**src/rtl/multicycle_sequencer.sv**
```systemverilog
// Multi-cycle control sequencer for the RV32 subset datapath (lb, ori, sb,
// R-type, bne). Walks each instruction through FETCH/DECODE/EXECUTE/MEMORY/
// WRITEBACK, drives the shared datapath strobes, traps on illegal opcodes or
// memory timeouts and counts retired instructions.
//
// state     | meaning
// ----------+--------------------------------------------------------------
// FETCH     | instruction read in flight, IR loads when memory is ready
// DECODE    | opcode latched into op_q and checked for legality
// EXECUTE   | ALU operation; bne resolves and retires here
// MEMORY    | lb read / sb write in flight; sb retires on ready
// WRITEBACK | register file write (ALU or load data), PC+4, retire
// TRAP      | terminal; only reset leaves it
module multicycle_sequencer #(
    parameter int MEM_TIMEOUT = 16,
    parameter int COUNT_W     = 16
) (
    input  logic               clock,
    input  logic               reset,
    input  logic [6:0]         opcode,
    input  logic               zero,
    input  logic               mem_ready,
    output logic [2:0]         state,
    output logic               mem_read,
    output logic               mem_write,
    output logic               ir_write,
    output logic               pc_write,
    output logic               pc_src,
    output logic               reg_write,
    output logic               mem_to_reg,
    output logic               alu_src,
    output logic [1:0]         alu_op,
    output logic               trap,
    output logic [1:0]         trap_cause,
    output logic [COUNT_W-1:0] retired
);

    typedef enum logic [2:0] {
        ST_FETCH     = 3'd0,
        ST_DECODE    = 3'd1,
        ST_EXECUTE   = 3'd2,
        ST_MEMORY    = 3'd3,
        ST_WRITEBACK = 3'd4,
        ST_TRAP      = 3'd5
    } state_t;

    localparam logic [6:0] OP_LB  = 7'b0000011;
    localparam logic [6:0] OP_ORI = 7'b0010011;
    localparam logic [6:0] OP_SB  = 7'b0100011;
    localparam logic [6:0] OP_R   = 7'b0110011;
    localparam logic [6:0] OP_BNE = 7'b1100011;

    localparam logic [1:0] CAUSE_ILLEGAL = 2'b01;
    localparam logic [1:0] CAUSE_FETCH   = 2'b10;
    localparam logic [1:0] CAUSE_MEMORY  = 2'b11;

    // The wait counter never passes MEM_TIMEOUT-1: the cycle that would reach
    // MEM_TIMEOUT leaves the state instead, which clears it.
    localparam int                WAIT_W    = $clog2(MEM_TIMEOUT + 1);
    localparam logic [WAIT_W-1:0] WAIT_LAST = WAIT_W'(MEM_TIMEOUT - 1);

    state_t               state_q, state_d;
    logic [6:0]           op_q, op_d;
    logic [WAIT_W-1:0]    wait_q, wait_d;
    logic                 trap_q, trap_d;
    logic [1:0]           cause_q, cause_d;
    logic [COUNT_W-1:0]   retired_q, retired_d;
    logic                 retire;

    function automatic logic is_legal(input logic [6:0] op);
        return (op == OP_LB) || (op == OP_ORI) || (op == OP_SB) ||
               (op == OP_R)  || (op == OP_BNE);
    endfunction

    // Next-state, timeout, trap capture and retire counting.
    always_comb begin
        state_d   = state_q;
        op_d      = op_q;
        trap_d    = trap_q;
        cause_d   = cause_q;
        retire    = 1'b0;
        case (state_q)
            ST_FETCH: begin
                if (mem_ready) begin
                    state_d = ST_DECODE;
                end else if (wait_q == WAIT_LAST) begin
                    state_d = ST_TRAP;
                    trap_d  = 1'b1;
                    cause_d = CAUSE_FETCH;
                end
            end
            ST_DECODE: begin
                op_d = opcode;
                if (is_legal(opcode)) begin
                    state_d = ST_EXECUTE;
                end else begin
                    state_d = ST_TRAP;
                    trap_d  = 1'b1;
                    cause_d = CAUSE_ILLEGAL;
                end
            end
            ST_EXECUTE: begin
                case (op_q)
                    OP_LB, OP_SB:  state_d = ST_MEMORY;
                    OP_ORI, OP_R:  state_d = ST_WRITEBACK;
                    OP_BNE: begin
                        state_d = ST_FETCH;
                        retire  = 1'b1;
                    end
                    default: begin
                        // op_q is legal by construction; treat corruption as illegal
                        state_d = ST_TRAP;
                        trap_d  = 1'b1;
                        cause_d = CAUSE_ILLEGAL;
                    end
                endcase
            end
            ST_MEMORY: begin
                if (mem_ready) begin
                    if (op_q == OP_SB) begin
                        state_d = ST_FETCH;
                        retire  = 1'b1;
                    end else begin
                        state_d = ST_WRITEBACK;
                    end
                end else if (wait_q == WAIT_LAST) begin
                    state_d = ST_TRAP;
                    trap_d  = 1'b1;
                    cause_d = CAUSE_MEMORY;
                end
            end
            ST_WRITEBACK: begin
                state_d = ST_FETCH;
                retire  = 1'b1;
            end
            default: state_d = ST_TRAP;
        endcase

        if (state_d != state_q) begin
            wait_d = '0;
        end else if ((state_q == ST_FETCH || state_q == ST_MEMORY) && !mem_ready) begin
            wait_d = wait_q + WAIT_W'(1);
        end else begin
            wait_d = wait_q;
        end

        retired_d = retire ? retired_q + COUNT_W'(1) : retired_q;
    end

    // State and bookkeeping registers with synchronous reset.
    always_ff @(posedge clock) begin
        if (reset) begin
            state_q   <= ST_FETCH;
            op_q      <= '0;
            wait_q    <= '0;
            trap_q    <= 1'b0;
            cause_q   <= 2'b00;
            retired_q <= '0;
        end else begin
            state_q   <= state_d;
            op_q      <= op_d;
            wait_q    <= wait_d;
            trap_q    <= trap_d;
            cause_q   <= cause_d;
            retired_q <= retired_d;
        end
    end

    // Datapath strobes decoded from the current state and latched opcode;
    // everything is held low while reset is asserted.
    always_comb begin
        mem_read   = 1'b0;
        mem_write  = 1'b0;
        ir_write   = 1'b0;
        pc_write   = 1'b0;
        pc_src     = 1'b0;
        reg_write  = 1'b0;
        mem_to_reg = 1'b0;
        alu_src    = 1'b0;
        alu_op     = 2'b00;
        if (!reset) begin
            case (state_q)
                ST_FETCH: begin
                    mem_read = 1'b1;
                    ir_write = mem_ready;
                end
                ST_EXECUTE: begin
                    case (op_q)
                        OP_LB, OP_SB: alu_src = 1'b1;
                        OP_ORI: begin
                            alu_src = 1'b1;
                            alu_op  = 2'b10;
                        end
                        OP_R:   alu_op = 2'b10;
                        OP_BNE: begin
                            alu_op   = 2'b01;
                            pc_write = 1'b1;
                            pc_src   = ~zero;
                        end
                        default: ;
                    endcase
                end
                ST_MEMORY: begin
                    mem_read  = (op_q == OP_LB);
                    mem_write = (op_q == OP_SB);
                    pc_write  = mem_ready && (op_q == OP_SB);
                end
                ST_WRITEBACK: begin
                    reg_write  = 1'b1;
                    mem_to_reg = (op_q == OP_LB);
                    pc_write   = 1'b1;
                end
                default: ;
            endcase
        end
    end

    assign state      = state_q;
    assign trap       = trap_q;
    assign trap_cause = cause_q;
    assign retired    = retired_q;

endmodule

```
**config.mk**
```make
export PLATFORM = sky130hd
export DESIGN_NAME = multicycle_sequencer
export DESIGN_NICKNAME = d
export VERILOG_FILES = /design/src/rtl/multicycle_sequencer.sv
export SDC_FILE = /design/constraint.sdc
export NUM_CORES = 1
export LEC_CHECK = 0
export ABC_AREA = 0
export CAP_MARGIN = 30
export CORE_ASPECT_RATIO = 1.25
export CORE_MARGIN = 5
export CORE_UTILIZATION = 54
export CTS_BUF_LIST = sky130_fd_sc_hd__clkbuf_8
export DETAILED_ROUTE_END_ITERATION = 12
export PLACE_DENSITY = 0.93
export SLEW_MARGIN = 25
export SYNTH_ARGS = -nofsm -noshare
export SYNTH_HDL_FRONTEND = slang
export SYNTH_SLANG_ARGS = --single-unit
```
**constraint.sdc**
```tcl
create_clock -name clock -period 3.4 [get_ports clock]
set_clock_uncertainty 0.1 [all_clocks]
set_input_delay 0.51 -clock clock [delete_from_list [all_inputs] [get_ports clock]]
set_output_delay 0.51 -clock clock [all_outputs]
set_load 0.005 [all_outputs]
```
==> results.sh <==
export IMPL_status="finished clean"
export IMPL_final_cells=300
export IMPL_setup_viol=0
export IMPL_endpoint="alu_src"
export IMPL_r2r_cells=6
export IMPL_start_util_pct=56.4
export IMPL_clockBufferDepth=2
export IMPL_regArea_um2=681
export IMPL_path_class="flip-flop to primary output"
export IMPL_synthXorXnorAreaFrac_pct=6.69
export IMPL_async_reset_ff_share_pct=0
export IMPL_synth_cell_types=44
export IMPL_p_sw_share_pct=26.1
export IMPL_grt_use_total_pct=20.1
export IMPL_synth_ff_type="dfxtp_1"
export IMPL_leakage_nw=0.831
export IMPL_yosysMostFrequentCell="dfxtp_1"
export IMPL_syn_avg_cell_area_um2=8.26
export IMPL_htree_levels=2
export IMPL_p_sw_mw=0.222
export IMPL_min_path_cells=1
export IMPL_via_count=1768
export IMPL_slew_headroom_pct=69.0
export IMPL_postCtsSetupRepairBufs=0
export IMPL_synthMuxAreaShare_pct=1.09
export IMPL_combinationalPowerShare_pct=13.2
export IMPL_r2r_end="retired[13]"
export IMPL_fin_util_pct=72.8
export IMPL_worst_slew_pin_slew_ps=461
export IMPL_synth_edf_count=0
export IMPL_r2r_start="op_q[3]"
export IMPL_dieHeight_um=75.1
export IMPL_placed_area_um2=2270
export IMPL_hold_path_class="flip-flop to flip-flop"
export IMPL_cp_end_kind="primary output"
export IMPL_crit_start="op_q[3]"
export IMPL_drive_gt1_share_pct=7.22
export IMPL_p_int_mw=0.628
export IMPL_synth_compound_area_share_pct=21.5
export IMPL_tns_ps=0
export IMPL_die_w_um=62.1
export IMPL_drt_iter0_markers=184
export IMPL_coreArea_um2=3250
export IMPL_clk_latency_ps=290
export IMPL_drcViolationCount=0
export IMPL_p_per_area_nw_per_um2=359
export IMPL_grt_max_degree=37
export IMPL_core_rowCount=23
export IMPL_ant_nets=0
export IMPL_fillers=266
export IMPL_slew_viol_final=0
export IMPL_firstDrtPassIters=4
export IMPL_synth_top_area_share_pct=37.1
export IMPL_synthSimpleGateAreaFrac_pct=27.4
export IMPL_ir_drop_uv=369
export IMPL_synthTopCellsByCount="34 x dfxtp_1, 25 x nor2_1, 19 x a21oi_1, 17 x nand2_1, 17 x o21ai_0"
export IMPL_rsz0062_at_grt="no"
export IMPL_finalHoldViolCount=0
export IMPL_hpwl_um=3230
export IMPL_pwr_share_seq_pct=49.9
export IMPL_clkPwrFrac_pct=36.9
export IMPL_io_buffers=42
export IMPL_max_cap_violations=0
export IMPL_cts_tree="done"
export IMPL_grt_pass1_wl_um=7600
export IMPL_hold_buffers=0
export IMPL_nNetsFinal=276
export IMPL_place_gp_congestion=0.919
export IMPL_routedWlPerCell_um=14.9
export IMPL_cts_buffers=5
export IMPL_root_buffer="clkbuf_8"
export IMPL_synth_nets=236
export IMPL_yosys_area_top_type="dfxtp_1"
export IMPL_dp_cells=292
export IMPL_via_per_inst=5.89
export IMPL_multi_input_area_um2=1080
export IMPL_synth_top_family_by_area="simple AND/OR/NAND/NOR gates"
export IMPL_cp_arrival_ps=2440
export IMPL_synthAdderAreaFrac_pct=2.05
export IMPL_io_pins=43
export IMPL_clkSinkCount=34
export IMPL_period_needed_ps=3050
export IMPL_synth_seq_cells=34
export IMPL_areaGrowthSynthToFinish_pct=29.1
export IMPL_fmax_mhz=328
export IMPL_cp_max_fo=8
export IMPL_grt_pass1_vias=1730
export IMPL_antenna_found_initial=0
export IMPL_fin_area_um2=2370
export IMPL_syn_inst=222
export IMPL_required_ps=2790
export IMPL_reg2reg_slack_ps=1060
export IMPL_cp_start_kind="flip-flop"
export IMPL_cts_repair_resized=0
export IMPL_grt_ovfl_total=0
export IMPL_dieArea_um2=4670
export IMPL_clk_pin_slew_ps=70
export IMPL_ys_seq_area_share_pct=37.1
export IMPL_drt_total_wl_um=4470
export IMPL_yosys_top_cells_area="dfxtp_1 37%, xor2_1 5.7%, a21oi_1 5.2%"
export IMPL_netlist_area_um2=1830
export IMPL_ys_warn_count=0
export IMPL_n_antenna_cell=0
export IMPL_post_route_period_util_pct=89.6
## sequential cells by signal, indices dropped and copies added, names as in the netlist
name        cells
trap_cause      2
trap            1
state           3
wait_q          5
op_q            7
retired        16
## worst min-delay path by stage
stage,startpoint,to
after global routing,trap_cause[1],trap_cause[1]
final,trap_cause[0],trap_cause[0]
after global placement,trap_cause[0],trap_cause[0]
after CTS,trap_cause[1],trap_cause[1]
after floorplan,op_q[3],op_q[3]
after detailed placement,trap_cause[0],trap_cause[0]
## cell families after synthesis
group,Yosys count
flip-flops,34
AO/OA/AOI/OAI,60
adder cells (fa/ha/maj),3
AND/OR/NAND/NOR,92
XOR/XNOR,14
multiplexers,2
buffers and inverters,17
## through the flow
step                power (mW)  hold WS [ps]  setup WS [ps]
finish                   0.850           375            355
global route             0.891           392            209
CTS                      0.855           376            369
detailed placement       0.543           362            435
global placement         0.540           349            462
floorplan                0.497           349           1380
## final cells by class
class / instances / area share, %
Clock buffer: 6 / 3.49
Clock inverter: 2 / 0.529
Inverter: 3 / 0.476
Multi-Input combinational cell: 171 / 45.5
Sequential cell: 34 / 28.8
Tap cell: 37 / 1.96
Timing Repair Buffer: 47 / 19.3
## power groups by stage
stage               registers, mW  clock network (mW)  logic (mW)
detailed placement          0.433                   0       0.111
floorplan                   0.430                   0      0.0670
global route                0.425               0.342       0.123
finish                      0.424               0.314       0.112
CTS                         0.424               0.321       0.111
global placement            0.432                   0       0.109
## worst max-delay path, cell delays in order (launching register included)
cell and delay [ps]:
dfxtp_1 310, nand4bb_1 440, nor4_1 450, nor2b_1 200, a21boi_0 200, clkdlybuf4s50_1 530
## per-layer routing
layer / share of wire [%] / GRT usage [%]
met5: 0 / 0
met4: 1.4 / 9.88
met3: 6.7 / 5.37
met2: 50 / 35.7
met1: 42 / 22.5
## cells in the final DEF (no fill, tap or decap), types with 2 or more instances in the layout
cell type	instances
nand2b_1	7
a2111o_1	2
xnor2_1	2
inv_1	3
clkdlybuf4s50_1	42
o2111ai_1	7
nor3_1	4
dfxtp_1	34
buf_4	5
and2_1	4
ha_1	3
nand2_1	17
or3_1	6
o21a_1	3
a21oi_1	19
and3_1	6
nor2_1	25
and4_1	3
nand4_1	5
clkbuf_8	6
o21ai_0	17
xor2_1	12
a31oi_1	2
mux2i_1	2
nor4_1	2
nor2b_1	5
o22ai_1	2
(Power assumes the default switching activity.)
